<file path="config.mk">
export PLATFORM = sky130hd
export DESIGN_NAME = uart_rx
export DESIGN_NICKNAME = d
export VERILOG_FILES = /design/src/rtl/uart_rx_pkg.sv /design/src/rtl/uart_rx_baudgen.sv /design/src/rtl/uart_rx.sv
export SDC_FILE = /design/constraint.sdc
export NUM_CORES = 1
export LEC_CHECK = 0
export ABC_CLOCK_PERIOD_IN_PS = 2700
export BUFFER_PORTS_ARGS = -buffer_cell sky130_fd_sc_hd__buf_2
export CAP_MARGIN = 20
export CORE_MARGIN = 2
export CORE_UTILIZATION = 47
export DETAILED_ROUTE_END_ITERATION = 12
export GPL_ROUTABILITY_DRIVEN = 0
export HOLD_SLACK_MARGIN = 0.05
export PLACE_DENSITY = 0.66
export SLEW_MARGIN = 0
export SYNTH_ARGS = -nofsm -noshare
export SYNTH_HDL_FRONTEND = slang
export SYNTH_SLANG_ARGS = --single-unit
</file>
<file path="constraint.sdc">
create_clock -name clk -period 2.7 [get_ports clk]
set_input_delay 0 -clock clk [delete_from_list [all_inputs] [get_ports clk]]
set_output_delay 0 -clock clk [all_outputs]
set_load 0.02 [all_outputs]
</file>
<file path="src/rtl/uart_rx_pkg.sv">
// Shared definitions for the UART receive path: default line constants and
// the receiver FSM state encoding.
package uart_rx_pkg;

    localparam int DEFAULT_CLK_FREQ = 12_000_000;
    localparam int DEFAULT_BAUD     = 115_200;

    typedef enum logic [2:0] {
        IDLE      = 3'd0,
        START     = 3'd1,
        DATA      = 3'd2,
        STOP      = 3'd3,
        WAIT_HIGH = 3'd4
    } rx_state_t;

endpackage

</file>
<file path="src/rtl/uart_rx_baudgen.sv">
// Baud tick generator: while enabled, ticks once after half a bit period and
// then once per full bit period, so ticks land mid-bit after a start edge.
module baudgen
    import uart_rx_pkg::*;
#(
    parameter int clk_freq = DEFAULT_CLK_FREQ,
    parameter int baud     = DEFAULT_BAUD
) (
    input  logic clk,
    input  logic en,
    output logic baud_tick
);

    localparam int CLKS_PER_BIT = clk_freq / baud;
    localparam int HALF_BIT     = CLKS_PER_BIT / 2;
    localparam int CNT_W        = $clog2(CLKS_PER_BIT + 1);

    localparam logic [CNT_W-1:0] HALF_LAST = CNT_W'(HALF_BIT - 1);
    localparam logic [CNT_W-1:0] FULL_LAST = CNT_W'(CLKS_PER_BIT - 1);

    logic [CNT_W-1:0] cnt;
    logic             first;

    assign baud_tick = en && (cnt == (first ? HALF_LAST : FULL_LAST));

    // Dropping en clears the counter, so every frame starts from a clean phase.
    always_ff @(posedge clk) begin
        if (!en) begin
            cnt   <= '0;
            first <= 1'b1;
        end else if (baud_tick) begin
            cnt   <= '0;
            first <= 1'b0;
        end else begin
            cnt   <= cnt + 1'b1;
        end
    end

endmodule

</file>
<file path="src/rtl/uart_rx.sv">
// 8N1 UART receiver: synchronizes rx, samples mid-bit on baudgen ticks and
// emits one-cycle strobes for a good byte or a framing error.
module uart_rx
    import uart_rx_pkg::*;
#(
    parameter int clk_freq = DEFAULT_CLK_FREQ,
    parameter int baud     = DEFAULT_BAUD
) (
    input  logic       clk,
    input  logic       rst_n,
    input  logic       rx,
    output logic [7:0] rx_data,
    output logic       rx_valid,
    output logic       frame_err,
    output logic       busy
);

    rx_state_t  state, state_next;
    logic       sync_q1, rx_s;
    logic       baud_en, baud_tick;
    logic [7:0] shift, shift_next;
    logic [2:0] bit_idx, bit_idx_next;
    logic [7:0] rx_data_next;
    logic       rx_valid_next, frame_err_next;

    baudgen #(
        .clk_freq(clk_freq),
        .baud    (baud)
    ) u_baudgen (
        .clk      (clk),
        .en       (baud_en),
        .baud_tick(baud_tick)
    );

    assign baud_en = (state == START) || (state == DATA) || (state == STOP);
    assign busy    = (state != IDLE);

    always_ff @(posedge clk or negedge rst_n) begin
        if (!rst_n) begin
            sync_q1   <= 1'b1;
            rx_s      <= 1'b1;
            state     <= IDLE;
            rx_data   <= 8'h00;
            rx_valid  <= 1'b0;
            frame_err <= 1'b0;
        end else begin
            sync_q1   <= rx;
            rx_s      <= sync_q1;
            state     <= state_next;
            rx_data   <= rx_data_next;
            rx_valid  <= rx_valid_next;
            frame_err <= frame_err_next;
        end
    end

    // Shift register and bit index are reloaded before use in every frame.
    always_ff @(posedge clk) begin
        shift   <= shift_next;
        bit_idx <= bit_idx_next;
    end

    always_comb begin
        state_next     = state;
        shift_next     = shift;
        bit_idx_next   = bit_idx;
        rx_data_next   = rx_data;
        rx_valid_next  = 1'b0;
        frame_err_next = 1'b0;
        case (state)
            IDLE: begin
                if (!rx_s) state_next = START;
            end
            START: begin
                if (baud_tick) begin
                    if (rx_s) begin
                        state_next = IDLE;
                    end else begin
                        state_next   = DATA;
                        bit_idx_next = 3'd0;
                    end
                end
            end
            DATA: begin
                if (baud_tick) begin
                    shift_next   = {rx_s, shift[7:1]};
                    bit_idx_next = bit_idx + 3'd1;
                    if (bit_idx == 3'd7) state_next = STOP;
                end
            end
            STOP: begin
                if (baud_tick) begin
                    if (rx_s) begin
                        rx_data_next  = shift;
                        rx_valid_next = 1'b1;
                        state_next    = IDLE;
                    end else begin
                        frame_err_next = 1'b1;
                        state_next     = WAIT_HIGH;
                    end
                end
            end
            WAIT_HIGH: begin
                // A held break reports once, then waits for the line to recover.
                if (rx_s) state_next = IDLE;
            end
            default: state_next = IDLE;
        endcase
    end

endmodule

</file>
==> flow_results.xml <==
<?xml version="1.0" encoding="UTF-8"?>
<metrics>
  <group name="yosys">
    <metric name="synth-edff-count" unit="">11</metric>
    <metric name="cell_with_the_most_instances_after_synthesis" unit="">dfrtp_1</metric>
    <metric name="netlist_top_cells_area" unit="">edfxtp_1 24%, dfrtp_1 24%, dfxtp_1 12%</metric>
    <metric name="synthTopCellsByCount" unit="">13 x dfrtp_1, 11 x edfxtp_1, 8 x dfxtp_1, 8 x nor3_1, 5 x mux2_2</metric>
    <metric name="synth.yosys.seq_area_share" unit="%">63.5</metric>
    <metric name="yosys_register_bits" unit="">34</metric>
    <metric name="postSynthCellCount" unit="">99</metric>
    <metric name="post_synth.cell_area_avg" unit="um^2">13.8</metric>
    <metric name="post-synth-top-area-cell" unit="">edfxtp_1</metric>
    <metric name="synthesis.area" unit="mm^2">0.00137</metric>
    <metric name="ys_async_sr_fraction" unit="%">44.1</metric>
    <metric name="post_synth_num_cell_types" unit="">34</metric>
    <metric name="yosys_warnings" unit="">0</metric>
    <metric name="postSynthNetCount" unit="">105</metric>
    <metric name="post-synth-top-area-fraction" unit="%">24.2</metric>
    <metric name="synth_flop_cell" unit="">dfrtp_1</metric>
  </group>
  <group name="pwr">
    <metric name="pwr_density_cell" unit="mW/mm^2">574</metric>
    <metric name="vdd_ir_drop_max" unit="uV">501</metric>
    <metric name="power_leakage" unit="nW">0.664</metric>
    <metric name="power" unit="uW">899</metric>
  </group>
  <group name="timing">
    <metric name="slew_headroom" unit="%">55.8</metric>
    <metric name="tightest_slew" unit="ns">0.663</metric>
    <metric name="final_max_slew_viol_count" unit="">0</metric>
    <metric name="rsz0062_at_grt" unit="">no</metric>
    <metric name="achievable-frequency" unit="MHz">503</metric>
    <metric name="setup_viol" unit="">0</metric>
    <metric name="fin_crit" unit="ns">1.99</metric>
    <metric name="fin_hold_ws" unit="ns">0.0819</metric>
    <metric name="fin_crit_sh" unit="%">73.6</metric>
    <metric name="finalHoldViolCount" unit="">0</metric>
    <metric name="total_negative_slack" unit="ns">0</metric>
    <metric name="finalClockSkew" unit="ns">0.0162</metric>
  </group>
  <group name="route">
    <metric name="wl_per_cell" unit="um">15.7</metric>
    <metric name="drtIter0Drc" unit="">16</metric>
    <metric name="detail-route-antenna-nets" unit="">0</metric>
    <metric name="route.vias.total" unit="">864</metric>
    <metric name="routed_wl" unit="um">2380</metric>
    <metric name="drt-pass1-iter-count" unit="">4</metric>
    <metric name="drt_via_density" unit="">5.68</metric>
    <metric name="drc" unit="">0</metric>
  </group>
  <group name="global_routing">
    <metric name="pin_count_of_the_biggest_net_entering_global_routing" unit="">16</metric>
    <metric name="antenna_found_initial" unit="">0</metric>
    <metric name="grtUsageTotal" unit="%">16.4</metric>
    <metric name="grt_pass1_wl" unit="um">3970</metric>
    <metric name="overflow" unit="">0</metric>
    <metric name="number_of_global_route_vias_before_repair" unit="">873</metric>
  </group>
  <group name="final_layout">
    <metric name="layout.cells.non_filler" unit="">152</metric>
    <metric name="diodes" unit="">0</metric>
    <metric name="post_route_cells_drive_above_1_share" unit="%">24.0</metric>
    <metric name="final_nets" unit="">126</metric>
    <metric name="area_growth" unit="%">14.5</metric>
  </group>
  <group name="cts">
    <metric name="tritoncts" unit="">done</metric>
    <metric name="worst_setup_hold_path_clk_slew" unit="ns">0.11</metric>
    <metric name="cts_post_setup_buffers_inserted" unit="">0</metric>
    <metric name="maximum_count_of_clock_buffers_along_a_single_path" unit="">2</metric>
    <metric name="clk_latency" unit="ns">0.33</metric>
    <metric name="cts_made_buffers" unit="">5</metric>
    <metric name="clock_sinks" unit="">34</metric>
    <metric name="cts_root_buf" unit="">clkbuf_4</metric>
    <metric name="htree_num_levels" unit="">2</metric>
  </group>
  <group name="worst_setup_path">
    <metric name="critPathArrivalTime" unit="ns">2.20</metric>
    <metric name="number_of_cell_instances_on_the_worst_register_to_register_path" unit="">4</metric>
    <metric name="worstSetupPathType" unit="">register to register</metric>
    <metric name="worstReg2RegStart" unit="">u_baudgen.cnt[0]</metric>
    <metric name="timing.critical_path.required" unit="ns">2.91</metric>
    <metric name="critical_path.reg2reg.endpoint" unit="">rx_data[7]</metric>
    <metric name="critical-path-slowest-cell" unit="">a2111oi_4</metric>
    <metric name="path_max_fanout" unit="">8</metric>
    <metric name="regToRegSetupSlack" unit="ns">0.71</metric>
    <metric name="cp_slowest_stage_delay" unit="ns">0.69</metric>
    <metric name="crit_path_cell_trace" unit="">ha_1 -&gt; nand3b_1 -&gt; a2111oi_4 -&gt; mux2_2</metric>
    <metric name="cp-start-kind" unit="">register</metric>
    <metric name="critPathCaptureType" unit="">register</metric>
  </group>
  <group name="floorplan">
    <metric name="dieArea" unit="mm^2">0.00336</metric>
    <metric name="ioPinCount" unit="">14</metric>
    <metric name="horizontal_die_dimension" unit="um">57.9</metric>
    <metric name="initial_utilization" unit="%">49.6</metric>
    <metric name="core.rowCount" unit="">19</metric>
    <metric name="core_area" unit="mm^2">0.00276</metric>
    <metric name="die_height" unit="um">57.9</metric>
  </group>
  <group name="run_status">
    <metric name="outcome" unit="">finished, final reports clean</metric>
  </group>
  <group name="place">
    <metric name="detailed_place_hpwl" unit="um">1670</metric>
    <metric name="buffer_ports.inserted" unit="">13</metric>
    <metric name="placed_cells" unit="">142</metric>
  </group>
  <group name="min_path">
    <metric name="worst_hold_path_type" unit="">primary input to asynchronous set/reset pin</metric>
  </group>
  <group name="job">
    <metric name="max-cap-violations" unit="">0</metric>
  </group>
</metrics>
[routing by layer]
metal	part of all wire, %	up-vias	GRT usage (%)
li1	-	415	-
met1	45	432	19.6
met5	0	-	0
met3	3.1	5	6.25
met4	1.8	0	7.31
met2	50	12	26.3
[report_power, final]
part | internal [mW] | switching (mW) | leakage, nW | total [mW]
clock network | 0.193 | 0.164 | 0.0399 | 0.357
logic | 0.00379 | 0.00649 | 0.268 | 0.0103
registers | 0.530 | 0.00153 | 0.356 | 0.532
[registers in the layout, summed over array words and instances (netlist names)]
register	cells
rx_s	1
u_baudgen.first	1
shift	8
frame_err	1
bit_idx	3
rx_data	8
state	3
u_baudgen.cnt	7
sync_q1	1
rx_valid	1
[cell usage in the layout, fill, tap and decap left out, drive strengths merged, types with 4 or more instances in the layout]
cell,count
dfxtp,8
dfrtp,13
edfxtp,11
mux2,8
buf,14
or3,4
a211oi,4
nor3,8
clkbuf,6
[worst max-delay path, delay by kind of cell (launching register included)]
family                   cells  cell delay (ns)
AO/OA/AOI/OAI                1             0.69
multiplexers                 1             0.41
flip-flops                   1             0.37
adder cells (fa/ha/maj)      1             0.22
AND/OR/NAND/NOR              1             0.19
[stage by stage]
stage | setup WS [ns] | instance area, um^2 | utilization, %
floorplan | 0.725 | 1370 | -
finish | 0.713 | 1570 | 56.8
global placement | 0.790 | 1470 | 53.3
detailed placement | 0.705 | 1470 | 53.3
global route | 0.564 | 1570 | 56.8
CTS | 0.691 | 1570 | 56.8
[repair_timing]
action                                  CTS  global route
hold buffers                              2             0
gates resized for setup                   0             0
endpoints found under the setup margin    0             0
endpoints found under the hold margin    16             0
[kinds of logic after synthesis]
group                      share of synthesized area, %
DFF                                                63.5
and+or+nand+nor                                    15.1
AOI/OAI and AO/OA                                  7.50
muxes                                              8.05
buffers and inverters                              1.19
xor gates and xnor gates                           1.92
adders and majority gates                          2.75
[final cells by class]
cell class	count	area, um^2
well taps	31	38.8
flip-flops and latches	34	868
clock buffers	6	41.3
inverters	2	7.51
multi-input cells	61	483
clock inverters	2	33.8
repair buffers	16	92.6
fillers	236	1190
[worst max path at each step]
stage | depth (start not counted) | to | startpoint | slack [ns]
floorplan | 3 | shift[0] | u_baudgen.cnt[4] | 0.72
global placement | 4 | rx_data[4] | u_baudgen.cnt[0] | 0.79
detailed placement | 4 | rx_data[7] | u_baudgen.cnt[0] | 0.71
CTS | 4 | rx_data[7] | u_baudgen.cnt[0] | 0.69
global route | 4 | rx_data[7] | u_baudgen.cnt[0] | 0.56
finish | 4 | rx_data[7] | u_baudgen.cnt[0] | 0.71
No activity file was read; power rests on OpenSTA's default activity.
